$ cat src/rtl/seq_mult_engine.sv
// seq_mult_engine: digit-serial WIDTH x WIDTH multiplier.
// One DIGIT x DIGIT partial product is accumulated per clock, so a full
// product takes K*K cycles (K = WIDTH/DIGIT). Control FSM, digit counter,
// digit select, shifter and accumulator are merged in this one block, and the
// start/done/error handshake of the older multiplier control is kept.
//
// Optional build macro: SEQ_MULT_SIGNED_EN
//   When defined, an extra input tc selects two's-complement operands.
//   Magnitudes are multiplied and the result is negated on the final edge.
//
// State table (state_out encoding):
//   state  | meaning
//   IDLE   | 00 - waiting for start, product holds the last result
//   CALC   | 01 - accumulating one partial product per cycle
//   DONE   | 10 - one-cycle result-valid, product holds the final value
//   ERR    | 11 - start seen during CALC/DONE, waiting for a fresh start
module seq_mult_engine #(
    parameter int WIDTH = 8,
    parameter int DIGIT = 4,
    localparam int K    = WIDTH / DIGIT,
    localparam int KK   = K * K,
    localparam int CW   = (KK > 1) ? $clog2(KK) : 1
) (
    input  logic                 clk,
    input  logic                 reset_a,
    input  logic                 start,
`ifdef SEQ_MULT_SIGNED_EN
    input  logic                 tc,
`endif
    input  logic [WIDTH-1:0]     a,
    input  logic [WIDTH-1:0]     b,
    output logic [2*WIDTH-1:0]   product,
    output logic                 done,
    output logic                 busy,
    output logic                 err,
    output logic [1:0]           state_out,
    output logic [CW-1:0]        count
);

    localparam logic [1:0] S_IDLE = 2'b00;
    localparam logic [1:0] S_CALC = 2'b01;
    localparam logic [1:0] S_DONE = 2'b10;
    localparam logic [1:0] S_ERR  = 2'b11;

    localparam int PW  = 2 * WIDTH;
    localparam int PPW = 2 * DIGIT;

    localparam logic [CW-1:0] LAST_IDX = CW'(KK - 1);
    localparam logic [CW-1:0] K_C      = CW'(K);

    logic [1:0]       state_q,   state_d;
    logic [CW-1:0]    count_q,   count_d;
    logic [PW-1:0]    product_q, product_d;
    logic [WIDTH-1:0] a_q,       a_d;
    logic [WIDTH-1:0] b_q,       b_d;

    // Operand values as they will be captured on an accepted start.
    logic [WIDTH-1:0] a_cap;
    logic [WIDTH-1:0] b_cap;

    // Digit select, partial product and accumulator datapath.
    logic [CW-1:0]    dig_i;
    logic [CW-1:0]    dig_j;
    logic [DIGIT-1:0] a_dig;
    logic [DIGIT-1:0] b_dig;
    logic [PPW-1:0]   pp;
    logic [PW-1:0]    pp_sh;
    logic [PW-1:0]    acc_sum;
    logic [PW-1:0]    acc_final;

`ifdef SEQ_MULT_SIGNED_EN
    logic sign_q, sign_d;
    logic sign_cap;

    // Signed mode multiplies magnitudes; the most negative value maps onto
    // 2^(WIDTH-1), which still fits the unsigned WIDTH-bit operand.
    always_comb begin
        a_cap    = (tc && a[WIDTH-1]) ? (~a + 1'b1) : a;
        b_cap    = (tc && b[WIDTH-1]) ? (~b + 1'b1) : b;
        sign_cap = tc & (a[WIDTH-1] ^ b[WIDTH-1]);
    end
`else
    assign a_cap = a;
    assign b_cap = b;
`endif

    // Digit indices: the a digit walks fastest, the b digit once per K cycles.
    assign dig_i = count_q % K_C;
    assign dig_j = count_q / K_C;

    assign a_dig = DIGIT'(a_q >> (DIGIT * dig_i));
    assign b_dig = DIGIT'(b_q >> (DIGIT * dig_j));

    assign pp      = PPW'(a_dig) * PPW'(b_dig);
    assign pp_sh   = PW'(pp) << (DIGIT * (dig_i + dig_j));
    assign acc_sum = product_q + pp_sh;

`ifdef SEQ_MULT_SIGNED_EN
    // Sign is applied once, on the last accumulation, modulo 2^(2*WIDTH).
    assign acc_final = sign_q ? (~acc_sum + 1'b1) : acc_sum;
`else
    assign acc_final = acc_sum;
`endif

    // Next-state and datapath update for the merged control/accumulator.
    always_comb begin
        state_d   = state_q;
        count_d   = count_q;
        product_d = product_q;
        a_d       = a_q;
        b_d       = b_q;
`ifdef SEQ_MULT_SIGNED_EN
        sign_d    = sign_q;
`endif
        case (state_q)
            S_IDLE, S_ERR: begin
                if (start) begin
                    a_d       = a_cap;
                    b_d       = b_cap;
`ifdef SEQ_MULT_SIGNED_EN
                    sign_d    = sign_cap;
`endif
                    product_d = '0;
                    count_d   = '0;
                    state_d   = S_CALC;
                end
            end
            S_CALC: begin
                if (start) begin
                    // Protocol violation: abandon this cycle's accumulation
                    // and freeze product/count for inspection.
                    state_d = S_ERR;
                end else if (count_q == LAST_IDX) begin
                    product_d = acc_final;
                    count_d   = '0;
                    state_d   = S_DONE;
                end else begin
                    product_d = acc_sum;
                    count_d   = count_q + 1'b1;
                end
            end
            S_DONE: begin
                state_d = start ? S_ERR : S_IDLE;
            end
            default: begin
                state_d = S_IDLE;
            end
        endcase
    end

    // State, counter, accumulator and captured operand registers.
    always_ff @(posedge clk or negedge reset_a) begin
        if (!reset_a) begin
            state_q   <= S_IDLE;
            count_q   <= '0;
            product_q <= '0;
            a_q       <= '0;
            b_q       <= '0;
`ifdef SEQ_MULT_SIGNED_EN
            sign_q    <= 1'b0;
`endif
        end else begin
            state_q   <= state_d;
            count_q   <= count_d;
            product_q <= product_d;
            a_q       <= a_d;
            b_q       <= b_d;
`ifdef SEQ_MULT_SIGNED_EN
            sign_q    <= sign_d;
`endif
        end
    end

    assign product   = product_q;
    assign count     = count_q;
    assign state_out = state_q;
    assign done      = (state_q == S_DONE);
    assign busy      = (state_q == S_CALC);
    assign err       = (state_q == S_ERR);

endmodule

$ cat config.mk
export PLATFORM = sky130hd
export DESIGN_NAME = seq_mult_engine
export DESIGN_NICKNAME = d
export VERILOG_FILES = /design/src/rtl/seq_mult_engine.sv
export SDC_FILE = /design/constraint.sdc
export NUM_CORES = 1
export LEC_CHECK = 0
export BUFFER_PORTS_ARGS = -buffer_cell sky130_fd_sc_hd__buf_2
export CAP_MARGIN = 5
export CORE_MARGIN = 5
export CORE_UTILIZATION = 55
export CTS_CLUSTER_SIZE = 8
export DETAILED_ROUTE_END_ITERATION = 6
export GPL_TIMING_DRIVEN = 0
export PLACE_DENSITY = 0.79
export SYNTH_ARGS = -nofsm -noshare
export SYNTH_HDL_FRONTEND = slang
export SYNTH_SLANG_ARGS = --single-unit
$ cat constraint.sdc
create_clock -name clk -period 6.8 [get_ports clk]
set_input_delay 0.68 -clock clk [delete_from_list [all_inputs] [get_ports clk]]
set_output_delay 0.68 -clock clk [all_outputs]
set_load 0.05 [all_outputs]
==> metrics <==
# setup viols final 0; Clock Latency Late Sink 0.28 ns; crit path launch count[1]$_DFFE_PN0P_; Chip Width 81.07 µm; synthesized instance count 272; final hold violation count 0; Clock transition at path regs 0.07 ns; Most common cell on crit path nor2_1; Tmin final 5.585 ns; Layout Skew 0.003647 ns; RSZ-0062 raised after global routing no; PortBufs 41; R2R depth 22; post-CTS setup buffer count 0; Mapped Nets 327; Syn. warnings 0; WS Path Type flip-flop to flip-flop; via-per-instance ratio 5.760; H-Tree Depth 2; average routed wire per standard cell 15.08 µm; reg-to-reg critical path startpoint count[1]$_DFFE_PN0P_; Max-slew headroom 46.72%; setup TNS 0 ns; Core Rows 25; post-cts gate resize count 0; Post-CTS Hold Buffers 0; CTS tree yes; outcome complete, no violations; Post-Syn Area 2778 µm²; slowest CP cell fa_1; Residual DRC 0; Max stage delay on crit path 0.54 ns; crit-path max FO 5; layout cell share with drive strength beyond 1 25.23%; Nets 375; die area 6572 µm²; final worst path period share 82.14%; worst-case clock buffer depth 2; post-layout util 65.61%; WP depth 22; Required @ worst endpoint 6.98 ns; Detailed Route Iter0 Violations 89; flops & latches, synth 36; post-DP HPWL 4680 µm; area added between synthesis and finish 13.78%; CP Cell Sequence clkbuf_1 -> mux2i_1 -> or2_2 -> fa_1 -> inv_1 -> fa_1 -> ha_1 -> a211oi_1 -> o21bai_1 -> a21oi_1 -> xor2_1 -> nor2_1 -> nor2_1 -> nor2_1 -> ha_1 -> o21ai_0 -> nor2_1 -> a311oi_2 -> o2111ai_1 -> a21o_1 -> a31o_1 -> a21o_1; die height 81.07 µm; FF-to-FF End product[15]$_DFFE_PN0P_; CP arrival 5.76 ns; top_reg_cell synth dfrtp_1; first-pass GRT wire length 9811 µm; max_cap viols 0; worst-margin pin slew 0.7992 ns; Max Clock Freq 0.1790 GHz; largest net degree at the start of global routing 37; startpoint types flip-flop; Root Driver clkbuf_8; via count 2235; FF-to-FF setup slack 1.21 ns; diode count 0; Hold Path Class primary input to async pin; GP Congestion 0.8878; CTS sink count 36; number of buffers and inverters on the critical path 2; TritonCTS Buffers 5; post-synthesis sequential area ratio 32.43%; Critical Path Sink product[15]$_DFFE_PN0P_; num ports 42; Yosys cell types 46; antenna violations before repair 0; Routed Antenna Nets 0; Async S/R FF share, synth 100.0%; all-layer global routing usage 19.03%; vias in the first global route 2159; drt pass-1 iters 7; critical path capture point type flip-flop; GRT overflow 0; fin. max-slew vios 0; CP delay by family, top compound AO/OA/AOI/OAI gates; Initial Util 57.66%; final wirelength 5850 µm; Synth Area per Inst 10.21 µm²; core area 4817 µm²; number of synthesized flops with an enable pin 0
[sequential cells by signal, indices dropped and copies added (netlist names)]
name,flops
product,16
a_q,8
b_q,8
count,2
state_out,2
[cell usage in the layout, fill, tap and decap left out, types with 2 or more instances in the layout]
cell type and count:
ha_1 31, a22o_1 15, nor4b_1 2, mux2_2 17, fa_1 5, clkbuf_1 9, a211oi_1 2, o22ai_1 4
xnor2_1 8, nand2_1 6, buf_2 42, or2_2 4, and3_1 2, nor3_1 5, nor2_1 23, a31oi_1 2
a21o_1 12, o21bai_1 3, nand2b_1 4, a211o_1 2, o21ai_0 8, a21oi_1 13, clkbuf_8 6, nor2b_1 5
xor2_1 8, inv_1 14, o21ai_1 2, dfrtp_1 36, mux2i_1 9, a211oi_2 2, a21oi_2 3
[worst min path at each step]
stage / start / slack, ns / endpoint
2_1_floorplan: reset_a / 0.38 / a_q[0]$_DFFE_PN0P_
6_report: reset_a / 0.48 / product[9]$_DFFE_PN0P_
3_5_place_dp: product[15]$_DFFE_PN0P_ / 0.49 / product[15]$_DFFE_PN0P_
4_1_cts: product[15]$_DFFE_PN0P_ / 0.50 / product[15]$_DFFE_PN0P_
5_1_grt: b_q[0]$_DFFE_PN0P_ / 0.53 / b_q[0]$_DFFE_PN0P_
3_3_place_gp: product[15]$_DFFE_PN0P_ / 0.48 / product[15]$_DFFE_PN0P_
[metrics by stage]
step	cell area, µm²	std cells	hold slack (ns)	setup slack (ns)
2_1_floorplan	2778	272	0.3844	1.482
3_3_place_gp	3067	380	0.4850	1.308
3_5_place_dp	3067	380	0.4861	1.257
4_1_cts	3161	388	0.5046	1.225
5_1_grt	3161	388	0.5315	0.8816
6_report	3161	388	0.4786	1.215
[metal layers]
metal / global-route usage (%) / share of wire (%) / up-vias
li1: - / - / 1090
met1: 25.91 / 47 / 1081
met2: 29.89 / 47 / 56
met3: 5.432 / 5.0 / 8
met4: 4.730 / 1.2 / 0
met5: 0 / 0 / -
[layout make-up]
class | instances | area (µm²)
buffer | 10 | 42.54
clock buffer | 7 | 86.33
clock inverter | 1 | 7.507
fill | 407 | 1657
inverter | 14 | 52.55
multi-input combinational | 212 | 1782
sequential | 36 | 900.9
tap | 67 | 83.83
timing repair buffer | 41 | 205.2
[synthesized netlist by cell type, drive strengths merged (3+ instances only)]
cell type	instances	area share (%)
or2	4	0.90
nand2b	4	0.90
xnor2	8	2.5
mux2i	9	3.2
nor2	23	3.1
mux2	17	6.9
dfrtp	36	32
a211oi	4	1.4
xor2	8	2.5
nand2	6	0.81
a21oi	16	3.3
inv	14	1.9
o22ai	4	0.90
o21ai	10	1.8
ha	31	14
fa	5	3.6
o21bai	3	0.81
a21o	13	3.6
nor3	5	0.90
a22o	15	4.7
clkbuf	8	1.1
nor2b	5	1.1
[worst register-to-register path, delay by kind of cell (launching register included)]
family | cells | cell delay (ns)
mux | 1 | 0.22
fa+ha+maj | 4 | 1.72
simple gates | 5 | 0.68
buf+inv | 2 | 0.39
compound gates | 9 | 1.90
flops | 1 | 0.38
xor+xnor | 1 | 0.22
[cells by family (layout without fill, tap and decap cells)]
| group | count (synthesis) | count (layout) | share of synthesized area, % |
|---|---|---|---|
| AO/OA/AOI/OAI | 77 | 77 | 20.99 |
| AND/OR/NAND/NOR | 57 | 57 | 10.41 |
| adder cells (fa/ha/maj) | 36 | 36 | 17.57 |
| flip-flops | 36 | 36 | 32.43 |
| multiplexers | 26 | 26 | 10.14 |
| buffers and inverters | 24 | 73 | 3.423 |
| XOR/XNOR | 16 | 16 | 5.045 |
Power is left out: the tool's default activity adds up to more than one toggle a clock period on the data nets, which glitch-free logic cannot reach.
